<file path="config.mk">
export PLATFORM = sky130hd
export DESIGN_NAME = rj_serial_loader
export DESIGN_NICKNAME = d
export VERILOG_FILES = /design/src/rtl/rj_serial_loader.sv
export SDC_FILE = /design/constraint.sdc
export NUM_CORES = 1
export LEC_CHECK = 0
export BUFFER_PORTS_ARGS = -buffer_cell sky130_fd_sc_hd__buf_2
export CAP_MARGIN = 20
export CORE_MARGIN = 2
export CORE_UTILIZATION = 55
export CTS_CLUSTER_DIAMETER = 200
export DETAILED_ROUTE_END_ITERATION = 8
export PLACE_DENSITY = 0.76
export SLEW_MARGIN = 20
export SYNTH_ARGS = -nofsm -noshare
export SYNTH_HDL_FRONTEND = slang
export SYNTH_SLANG_ARGS = --single-unit
</file>
<file path="constraint.sdc">
create_clock -name Sclk -period 2.3 [get_ports Sclk]
set_clock_uncertainty 0.15 [all_clocks]
set_input_delay 0 -clock Sclk [delete_from_list [all_inputs] [get_ports Sclk]]
set_output_delay 0 -clock Sclk [all_outputs]
set_load 0.05 [all_outputs]
</file>
<file path="src/rtl/rj_serial_loader.sv">
// Writer end of the Rj coefficient memory: deserialises an MSB-first framed
// serial stream into words and writes DEPTH consecutive entries per load.
module rj_serial_loader #(
    parameter int WORD_W = 16,
    parameter int DEPTH  = 16,
    parameter int ADDR_W = 4
) (
    input  logic              Sclk,
    input  logic              Reset_n,
    input  logic              load_start,
    input  logic              Frame,
    input  logic              InputL,
    output logic              write_enable,
    output logic              mem_frame,
    output logic [ADDR_W-1:0] Write_Address,
    output logic [WORD_W-1:0] data_out,
    output logic              load_busy,
    output logic              load_done,
    output logic              frame_err
);

    localparam int BCW = $clog2(WORD_W + 1);
    localparam int WCW = ADDR_W + 1;
    localparam logic [BCW-1:0] BIT_ONE   = BCW'(1);
    localparam logic [BCW-1:0] BIT_FULL  = BCW'(WORD_W);
    localparam logic [WCW-1:0] WORD_ONE  = WCW'(1);
    localparam logic [WCW-1:0] LAST_WORD = WCW'(DEPTH - 1);

    typedef enum logic [2:0] {
        IDLE       = 3'd0,
        WAIT_FRAME = 3'd1,
        SHIFT      = 3'd2,
        WRITE      = 3'd3,
        DONE       = 3'd4
    } state_t;

    state_t            state_r, state_s;
    logic [BCW-1:0]    bit_cnt_r, bit_cnt_s;
    logic [WCW-1:0]    word_cnt_r, word_cnt_s;
    logic [WORD_W-1:0] sr_r, sr_s;
    logic              we_r, we_s;
    logic [ADDR_W-1:0] addr_r, addr_s;
    logic [WORD_W-1:0] data_r, data_s;
    logic              busy_r, busy_s;
    logic              done_r, done_s;
    logic              err_r, err_s;
    logic              start_s;

    // A start is only honoured when no load is in progress.
    always_comb begin
        start_s = load_start && ((state_r == IDLE) || (state_r == DONE));
    end

    // Next-state and next-output logic; every register holds unless told otherwise.
    always_comb begin
        state_s    = state_r;
        bit_cnt_s  = bit_cnt_r;
        word_cnt_s = word_cnt_r;
        sr_s       = sr_r;
        we_s       = 1'b0;
        addr_s     = addr_r;
        data_s     = data_r;
        busy_s     = busy_r;
        done_s     = done_r;
        err_s      = err_r;

        case (state_r)
            IDLE, DONE: begin
                if (start_s) begin
                    state_s    = WAIT_FRAME;
                    word_cnt_s = {WCW{1'b0}};
                    bit_cnt_s  = {BCW{1'b0}};
                    busy_s     = 1'b1;
                    done_s     = 1'b0;
                    err_s      = 1'b0;
                end else begin
                    state_s = state_r;
                end
            end
            WAIT_FRAME: begin
                if (Frame) begin
                    sr_s      = {{(WORD_W-1){1'b0}}, InputL};
                    bit_cnt_s = BIT_ONE;
                    state_s   = SHIFT;
                end else begin
                    state_s = WAIT_FRAME;
                end
            end
            SHIFT: begin
                // The full word is presented to the memory one cycle after its LSB.
                if (bit_cnt_r == BIT_FULL) begin
                    state_s = WRITE;
                    we_s    = 1'b1;
                    addr_s  = word_cnt_r[ADDR_W-1:0];
                    data_s  = sr_r;
                end else if (Frame) begin
                    err_s     = 1'b1;
                    sr_s      = {{(WORD_W-1){1'b0}}, InputL};
                    bit_cnt_s = BIT_ONE;
                end else begin
                    sr_s      = {sr_r[WORD_W-2:0], InputL};
                    bit_cnt_s = bit_cnt_r + BIT_ONE;
                end
            end
            WRITE: begin
                word_cnt_s = word_cnt_r + WORD_ONE;
                if (word_cnt_r == LAST_WORD) begin
                    state_s = DONE;
                    busy_s  = 1'b0;
                    done_s  = 1'b1;
                end else if (Frame) begin
                    sr_s      = {{(WORD_W-1){1'b0}}, InputL};
                    bit_cnt_s = BIT_ONE;
                    state_s   = SHIFT;
                end else begin
                    state_s = WAIT_FRAME;
                end
            end
            default: begin
                state_s    = IDLE;
                bit_cnt_s  = {BCW{1'b0}};
                word_cnt_s = {WCW{1'b0}};
                busy_s     = 1'b0;
                done_s     = 1'b0;
            end
        endcase
    end

    // State, datapath and output registers.
    always_ff @(posedge Sclk or negedge Reset_n) begin
        if (!Reset_n) begin
            state_r    <= IDLE;
            bit_cnt_r  <= {BCW{1'b0}};
            word_cnt_r <= {WCW{1'b0}};
            sr_r       <= {WORD_W{1'b0}};
            we_r       <= 1'b0;
            addr_r     <= {ADDR_W{1'b0}};
            data_r     <= {WORD_W{1'b0}};
            busy_r     <= 1'b0;
            done_r     <= 1'b0;
            err_r      <= 1'b0;
        end else begin
            state_r    <= state_s;
            bit_cnt_r  <= bit_cnt_s;
            word_cnt_r <= word_cnt_s;
            sr_r       <= sr_s;
            we_r       <= we_s;
            addr_r     <= addr_s;
            data_r     <= data_s;
            busy_r     <= busy_s;
            done_r     <= done_s;
            err_r      <= err_s;
        end
    end

    assign write_enable  = we_r;
    assign mem_frame     = we_r;
    assign Write_Address = addr_r;
    assign data_out      = data_r;
    assign load_busy     = busy_r;
    assign load_done     = done_r;
    assign frame_err     = err_r;

endmodule

</file>
==> impl_metrics.yaml <==
detailed_routing:
  drc: 0
  dr_total_vias: 1748
  wl_per_cell_um: 14.7
  routed_wl_um: 4560
  drt_pass1_iterations: 5
  ant_nets: 0
  drt-initial-drc-count: 144
  drt-vias-per-instance: 5.64
setup_path:
  worstPathRequired_ns: 2.34
  cp-end-kind: "flop"
  critPathMaxFanout: 30
  cp-start-kind: "flop"
  crit_type: "reg -> reg"
  cp.arrival_ns: 2.14
yosys:
  synth-async-reset-ratio: 1.00
  synth_ff_type: "dfrtp_1"
  ys_seq_elements: 53
  yosys-top-cells-area: "dfrtp_1 (53%), mux2_2 (9.5%), o21ai_0 (5.0%)"
  synth_top_area_frac: 0.535
  syn_nets: 231
  yosysTopAreaCell: "dfrtp_1"
  syn-cell-area_um2: 2480
  syn_area_per_cell_um2: 11.2
  synth.distinct_cells: 44
  synth-edff-count: 0
  yosys_warnings: 0
  yosysMostFrequentCell: "dfrtp_1"
  ys_seq_area_frac: 0.535
  ys_top_cells_by_count: "dfrtp_1 (53), nand2_1 (27), o21ai_0 (25)"
  synthCells: 222
global_route:
  grt_overflow: 0
  grt_max_degree: 33
  grt_first_pass_wirelength_um: 8150
  grt_pass1_vias: 1748
  antenna_found_initial: 0
  grt_usage: 0.204
timing:
  slew_violations: 0
  rsz0062_at_grt: "false"
  final-setup-viol-count: 0
  hold_violations: 0
  relSlewSlack: 0.641
  timing.final.crit_share: 0.913
  tns_ns: 0
  timing.fmax_mhz: 476
  worstMarginPinSlew_ns: 0.538
  fin_crit_ns: 2.10
clocking:
  cts_htree_levels: 2
  cts-resized-gates: 0
  clk_latency_ns: 0.31
  cts_tree: "built"
  numCtsBuffers: 5
  clkSinkCount: 53
  path_clk_slew_ns: 0.09
  cts-root-buf: "clkbuf_8"
  cts_buffer_depth: 2
placed_design:
  dpl-instance-area_um2: 2680
  dpl.hpwl_um: 3060
  gp_congestion: 0.835
  port_buffers: 29
power:
  p_leak_nw: 1.41
  ir_worst_vdd_uv: 597
  power_density_nw_per_um2: 880
layout:
  num_antenna_cells: 0
  fin_area_um2: 2850
  seqCellArea_um2: 1330
  fillCellCount: 347
  multiInputGateArea_um2: 1050
  fin_nets: 266
  drive_gt1_frac: 0.310
  syn2layout_area_growth_pct: 15.1
outcome:
  outcome: "finished, final reports clean"
run:
  drv_cap: 0
floorplanning:
  core_area_um2: 4350
  start_util: 0.570
  fp.dieH_um: 71.2
  die_area_um2: 5060
  die_w_um: 71.2
  rows: 24
  ios: 30
worst_hold_path:
  min_path_type: "in -> async"
-- critical path, stage by stage, from the launching register on --
cell and delay, ns:
dfrtp_1 0.39, ha_1 0.20, and3_1 0.18, ha_1 0.23, nand2_1 0.13, a32oi_2 0.12
buf_4 0.25, o21ai_0 0.22, o31ai_2 0.09
-- what timing repair did --
item | 4_1_cts | 5_1_grt
setup buffers | 0 | 0
endpoints found under the hold margin | 63 | 0
hold buffers | 5 | 0
-- stage by stage --
stage	hold WS (ns)	setup WS, ns	utilization	cells	power (mW)
6_report	0.0716	0.200	0.655	310	2.51
5_1_grt	0.101	0.0484	0.655	310	2.67
4_1_cts	0.0707	0.194	0.655	310	2.52
3_5_place_dp	-0.276	0.212	0.616	297	1.86
3_3_place_gp	-0.274	0.261	0.616	297	1.83
2_1_floorplan	-0.446	0.245	-	222	1.67
-- layout by cell type (no fill, tap or decap), drive strengths merged, types with 3 or more instances in the layout --
| master | count |
|---|---|
| o21ai | 26 |
| nor3 | 3 |
| clkbuf | 6 |
| a21oi | 9 |
| mux2 | 21 |
| nand2 | 27 |
| nand3 | 4 |
| nor2 | 8 |
| dlygate4sd3 | 5 |
| ha | 4 |
| o31ai | 16 |
| buf | 39 |
| inv | 5 |
| dfrtp | 53 |
-- path summary, 6_finish.rpt --
check	from	endpoint	cells past startpoint	slack, ns
worst max-delay path	word_cnt_r[0]	sr_r[13]	8	0.20
worst min-delay path	Reset_n	sr_r[5]	3	0.07
worst max register to register	word_cnt_r[0]	sr_r[13]	8	0.20
worst min register to register	frame_err	frame_err	1	0.35
max in group asynchronous	Reset_n	data_out[3]	3	1.15
min in group Sclk	InputL	sr_r[0]	3	0.32
-- flip-flops by register name (all words and copies together), names as in the netlist --
signal and flops:
load_busy 1, Write_Address 4, state_r 3, word_cnt_r 5, data_out 16, load_done 1, mem_frame 1, sr_r 16
bit_cnt_r 5, frame_err 1
-- final cells by class --
| cell class | count | share of cell area |
|---|---|---|
| Sequential cell | 53 | 0.465 |
| Tap cell | 52 | 0.0228 |
| Timing Repair Buffer | 44 | 0.0947 |
| Clock inverter | 2 | 0.0132 |
| Inverter | 5 | 0.00658 |
| Multi-Input combinational cell | 148 | 0.369 |
| Clock buffer | 6 | 0.0289 |
-- routing by layer --
layer | vias to the layer above | track usage | wire, um
met3 | 8 | 0.0456 | 193
met5 | - | 0 | 0
met1 | 825 | 0.272 | 2140
li1 | 870 | - | -
met2 | 45 | 0.331 | 2150
met4 | 0 | 0.0713 | 78
-- power breakdown --
part / leakage (nW) / switching (mW) / internal, mW
registers: 0.720 / 0.0673 / 1.01
clock network: 0.0574 / 0.306 / 0.354
logic: 0.629 / 0.499 / 0.272
-- cell families after synthesis --
kind of cell,count (synthesis),share of synthesized area
compound gates,63,0.173
mux,23,0.103
simple gates,55,0.115
buf+inv,21,0.0434
flops,53,0.535
fa+ha+maj,4,0.0202
xor+xnor,3,0.0106
Power figures use the tool's default switching activity.
